$ cat config.mk
export PLATFORM = sky130hd
export DESIGN_NAME = htp_fetch_fifo
export DESIGN_NICKNAME = d
export VERILOG_FILES = /design/src/rtl/htp_fetch_fifo.sv
export SDC_FILE = /design/constraint.sdc
export NUM_CORES = 1
export LEC_CHECK = 0
export CAP_MARGIN = 40
export CORE_MARGIN = 2
export CORE_UTILIZATION = 23
export CTS_CLUSTER_SIZE = 40
export DETAILED_ROUTE_END_ITERATION = 10
export GPL_TIMING_DRIVEN = 0
export SLEW_MARGIN = 20
export SYNTH_ARGS = -nofsm -noshare
export SYNTH_HDL_FRONTEND = slang
export SYNTH_SLANG_ARGS = --single-unit
export TNS_END_PERCENT = 5
$ cat constraint.sdc
create_clock -name clk -period 3.3 [get_ports clk]
set_clock_uncertainty 0.15 [all_clocks]
set_input_delay 0.33 -clock clk [delete_from_list [all_inputs] [get_ports clk]]
set_output_delay 0.33 -clock clk [all_outputs]
set_load 0.005 [all_outputs]
$ cat src/rtl/htp_fetch_fifo.sv
// Paper-tape reader fetch engine: request/ready handshake, even-parity check, FWFT frame FIFO.
// Build option HTP_PERR_DROP_EN discards frames that fail parity instead of queueing them.
module htp_fetch_fifo #(
  parameter int DEPTH   = 8,
  parameter int AW      = 3,
  parameter int TIMEOUT = 1023
) (
  input  logic          clk,
  input  logic          reset,
  output logic          tp_dreq,
  input  logic          tp_drdy,
  input  logic [7:0]    tp_din,
  input  logic          enable,
  input  logic          cpu_rd,
  output logic          cpu_valid,
  output logic [7:0]    cpu_data,
  output logic          cpu_perr,
  output logic [AW:0]   count,
  output logic [7:0]    perr_cnt,
  output logic          timeout,
  input  logic          stat_clr
);

  localparam int TW = (TIMEOUT < 1) ? 1 : $clog2(TIMEOUT + 1);
  localparam int CW = AW + 1;
  localparam logic [AW:0]   FULL_LVL = CW'(DEPTH);
  localparam logic [TW-1:0] TMO_MAX  = TW'(TIMEOUT);

  typedef enum logic [1:0] {S_IDLE, S_WAIT, S_DROP} state_t;

  state_t          state_reg;
  logic            dreq_reg;
  logic            timeout_reg;
  logic [7:0]      perr_cnt_reg;
  logic [TW-1:0]   tmo_reg;

  logic [8:0]      mem [DEPTH];
  logic [AW-1:0]   wr_ptr_reg;
  logic [AW-1:0]   rd_ptr_reg;
  logic [AW:0]     count_reg;

  logic            frame_perr;
  logic            capture;
  logic            tmo_hit;
  logic            push;
  logic            pop;
  logic            not_empty;
  logic [8:0]      head;

  assign frame_perr = ^tp_din;
  assign capture    = (state_reg == S_WAIT) && tp_drdy;
  assign tmo_hit    = (state_reg == S_WAIT) && !tp_drdy && (tmo_reg == TMO_MAX);
  assign not_empty  = (count_reg != '0);
  assign pop        = cpu_rd && not_empty;

`ifdef HTP_PERR_DROP_EN
  assign push = capture && !frame_perr;
`else
  assign push = capture;
`endif

  // Handshake FSM plus the sticky status it owns.
  always_ff @(posedge clk) begin
    if (reset) begin
      state_reg    <= S_IDLE;
      dreq_reg     <= 1'b0;
      tmo_reg      <= '0;
      timeout_reg  <= 1'b0;
      perr_cnt_reg <= '0;
    end else begin
      case (state_reg)
        S_IDLE: begin
          if (enable && (count_reg != FULL_LVL)) begin
            dreq_reg  <= 1'b1;
            tmo_reg   <= '0;
            state_reg <= S_WAIT;
          end
        end
        S_WAIT: begin
          if (tp_drdy || tmo_hit) begin
            dreq_reg  <= 1'b0;
            state_reg <= S_DROP;
          end else begin
            tmo_reg <= tmo_reg + TW'(1);
          end
        end
        S_DROP: begin
          // Reader must release ready before the next request edge.
          if (!tp_drdy) state_reg <= S_IDLE;
        end
        default: begin
          dreq_reg  <= 1'b0;
          state_reg <= S_IDLE;
        end
      endcase

      if (stat_clr) begin
        timeout_reg  <= 1'b0;
        perr_cnt_reg <= '0;
      end else begin
        if (tmo_hit) timeout_reg <= 1'b1;
        if (capture && frame_perr && (perr_cnt_reg != 8'hFF))
          perr_cnt_reg <= perr_cnt_reg + 8'd1;
      end
    end
  end

  always_ff @(posedge clk) begin
    if (push) mem[wr_ptr_reg] <= {frame_perr, tp_din};
  end

  always_ff @(posedge clk) begin
    if (reset) begin
      wr_ptr_reg <= '0;
      rd_ptr_reg <= '0;
      count_reg  <= '0;
    end else begin
      if (push) wr_ptr_reg <= wr_ptr_reg + AW'(1);
      if (pop)  rd_ptr_reg <= rd_ptr_reg + AW'(1);
      case ({push, pop})
        2'b10:   count_reg <= count_reg + CW'(1);
        2'b01:   count_reg <= count_reg - CW'(1);
        default: count_reg <= count_reg;
      endcase
    end
  end

  // Head is read combinationally so the CPU sees the oldest frame without a read cycle.
  assign head      = mem[rd_ptr_reg];
  assign cpu_valid = not_empty;
  assign cpu_data  = not_empty ? head[7:0] : 8'h00;
`ifdef HTP_PERR_DROP_EN
  assign cpu_perr  = 1'b0;
`else
  assign cpu_perr  = not_empty & head[8];
`endif

  assign tp_dreq  = dreq_reg;
  assign count    = count_reg;
  assign perr_cnt = perr_cnt_reg;
  assign timeout  = timeout_reg;

endmodule

==> key figures <==
Status
  – Outcome: finished, final reports clean

Logic synthesis
  – Post-synth EDFFs: 72
  – Synthesized flop and latch total: around 110
  – Top-count cell post-synth: edfxtp_1
  – Area contributors post-synth: edfxtp_1, dfxtp_1, mux4_2
  – Synth area leader: edfxtp_1
  – Seq/Total Area, Yosys: a little under two thirds
  – Multiplexer share of the synthesized area: between 10% and 20%
  – Yosys warning total: 0
  – Syn_nets: 339
  – Post-synthesis compound-gate area fraction: 4.76%
  – Prevailing post-synth register cell: edfxtp_1
  – Synth top area share: 48.1%
  – Post-synthesis adder-cell area fraction: 1.95%
  – Simple-Gate Fraction of Synth Area: 11.9%
  – Xor/xnor share of the synthesized area: roughly 4.5%
  – Largest family of logic cells by synthesized area: simple AND/OR/NAND/NOR gates
  – Post-Syn Area: 4490 sq um
  – Ys async rst share: 0%
  – Cell types with the highest counts after synthesis: edfxtp_1, nor2_1, dfxtp_1
  – Cell count after synthesis: 318
  – Syn_area_per_cell: 14.1 sq um
  – Cell variety after synth: 43

Place
  – IO buf count: 36
  – DP HPWL: 6560 um
  – Post-place setup slack: a little over 70 ps
  – Placed Cells: approximately 630
  – Placement Cell Area: 5270 sq um
  – RePlAce Congestion: ~0.77

Clock network
  – CTS Buffer Depth: 2
  – Clk Latency, worst-skew pair: around 360 ps
  – Clock transition at the registers of the reported paths: 70 ps
  – H-tree Lvls: 3
  – Buffer count from post-CTS setup fixing: 0
  – Clock Tree Root: clkbuf_16
  – CTS tree: done
  – Clock Sinks: 107
  – TritonCTS Buffers: 9

Setup path
  – Worst stage delay on the critical path: ~470 ps
  – Crit path DAT: 2640 ps
  – Crit. End Element: primary output
  – Reg-to-Reg Start: count[1]
  – Crit-path max FO: 10
  – R2r worst-path depth: 12
  – Slowest cell on the critical path: buf_1
  – Crit Path Category: reg2out
  – WP buf/inv: 3
  – Worst EP required: 2820 ps
  – R2r setup slk: approximately 600 ps
  – Crit path capture: cpu_data[0]
  – CP Depth: 6
  – Worst r2r dst: count[2]
  – Worst setup SP type: register
  – CP top delay family: buffers and inverters
  – Crit-path cells: buf_1 > clkbuf_2 > mux4_2 > mux2i_1 > nor2_1 > clkdlybuf4s50_1

Global routing
  – GR Util All Layers: 9.58%
  – First-pass GRT wire length: 14700 um
  – Total gr overflow: 0
  – GR Util met1: 10.9%
  – Largest net degree at the start of global routing: 23
  – Initial antenna violation count: 0
  – Met2 usage: approximately 16%
  – Busiest grt layer: met2
  – Vias in the first global route: between 2000 and 3000
  – Met3 Use GR: between 3 and 4%

Finish
  – Fin nets: 395
  – P&R area growth vs syn: 24.5%
  – Fraction of layout cells with a size suffix above 1: 15.8%
  – Non-Filler Instances: around 640
  – Largest register FFs: 72
  – Final Instance Area: 5590 sq um
  – Diodes inserted: 0
  – Fill cell count: 1956

Die
  – Core Footprint: about 19000 sq um
  – Die span in y: 144 um
  – Die width: roughly 140 um
  – Die footprint: 20700 sq um
  – FP Rows: 51
  – Initial Util: 23.2%
  – # IOs: 38

Hold path
  – Worst Hold Class: in2reg
  – Hold path cells: 2

Drt
  – Vias per cell: 4.15
  – DR DRC count: 0
  – Routed via count: between 2000 and 3000
  – Drt first pass iters: 4
  – ANT nets after route: 0
  – WL final: approximately 9200 um
  – Number of DRC markers in iteration 0: approximately 150
  – Wire per inst: 14.2 um

STA
  – Hold Vio Cnt, Final: 0
  – Slew HR: 43.6%
  – Slew Limit Fails: 0
  – Final worst setup slack: 177 ps
  – Final worst path period share: around 95%
  – Setup-failing EPs final: 0
  – RSZ-0062 raised after global routing: false
  – Worst-Margin Slew: 846 ps
  – Peak Freq: 320 MHz
  – Final min period: 3120 ps

Run
  – Max Cap Viol: 0

Pwr
  – Peak supply drop: 0.000254 V
  – Power Density: 606 nW/um^2
  – Leakage: 1.74 nW
per-stage QoR:
stage / power [mW] / util, % / hold WS [ps] / TNS [ps]
after floorplan: 2.00 / - / 279 / 0
after global placement: 2.30 / 26.8 / 325 / -2010
after detailed placement: 2.32 / 27.3 / 327 / 0
after CTS: 3.43 / 28.8 / 196 / 0
after global routing: 3.57 / 28.9 / 253 / 0
final: 3.39 / 28.9 / 193 / 0
layout by cell type (no fill, tap or decap), types with 3 or more instances in the layout:
master           Yosys  final
nor3_1              11      7
or4_1                3      3
mux4_2              18     18
nor3b_1              3      3
xnor2_1             14     14
edfxtp_1            72     72
nand3_1              9      9
dfxtp_1             35     35
a21oi_1             16     16
inv_1                4      4
clkbuf_1             7      6
ha_1                 7      7
o31ai_1              4      4
or3_1                5      5
clkbuf_16            0      9
nand2_1             10     10
clkdlybuf4s50_1      0     36
buf_4                0      8
nand4_1              4      4
and4_1               3      3
inv_8                0      4
nor3_2               0      4
nor2_1              36     36
mux2i_1             11     11
xor2_1               9      9
o21ai_0              9      9
cell type report:
type | instances | area, sq um | area share [%]
timing repair buffer | 45 | 434 | 7.77
tap | 265 | 332 | 5.93
inverter | 6 | 25.0 | 0.448
multi-input combinational | 193 | 1580 | 28.3
clock buffer | 9 | 225 | 4.03
clock inverter | 7 | 78.8 | 1.41
buffer | 12 | 52.6 | 0.940
sequential | 107 | 2860 | 51.2
power breakdown:
| part | total, mW | switching, mW | internal (mW) |
|---|---|---|---|
| registers | 1.51 | 0.0367 | 1.48 |
| clock network | 1.09 | 0.546 | 0.546 |
| logic | 0.782 | 0.364 | 0.418 |
| total | 3.39 | 0.947 | 2.44 |
worst min-delay path by stage:
stage | end | startpoint
2_1_floorplan | mem[0][0] | tp_din[0]
3_3_place_gp | tmo_reg[1] | tmo_reg[1]
3_5_place_dp | timeout | timeout
4_1_cts | state_reg[1] | reset
5_1_grt | count[2] | reset
6_report | state_reg[1] | reset
logic make-up after synthesis:
kind of cell             count (synthesis)
multiplexers                            29
XOR/XNOR                                23
AO/OA/AOI/OAI                           33
adder cells (fa/ha/maj)                  7
buffers and inverters                   18
flip-flops                             107
AND/OR/NAND/NOR                        101
layer usage:
layer	share of wire, %	wire length, um
met5	0	0
met4	1.4	124
met3	4.7	428
met2	50	4620
met1	44	3990
worst reg2reg max path: stages (launching register included):
cell and delay, ps:
dfxtp_1 310, buf_2 170, nor4_4 310, inv_2 60, and2_1 160, clkbuf_1 170, ha_1 290, xor2_1 170
ha_1 180, a21oi_1 140, xor2_1 90, or3_1 310, a21oi_1 140
what timing repair did:
item,in CTS,in global routing
gates resized for setup,1,1
endpoints found under the setup margin,9,2
hold endpoints to repair,0,0
gates cloned,0,0
hold buffers,0,0
Note: power is estimated with default switching activity, not from simulation.
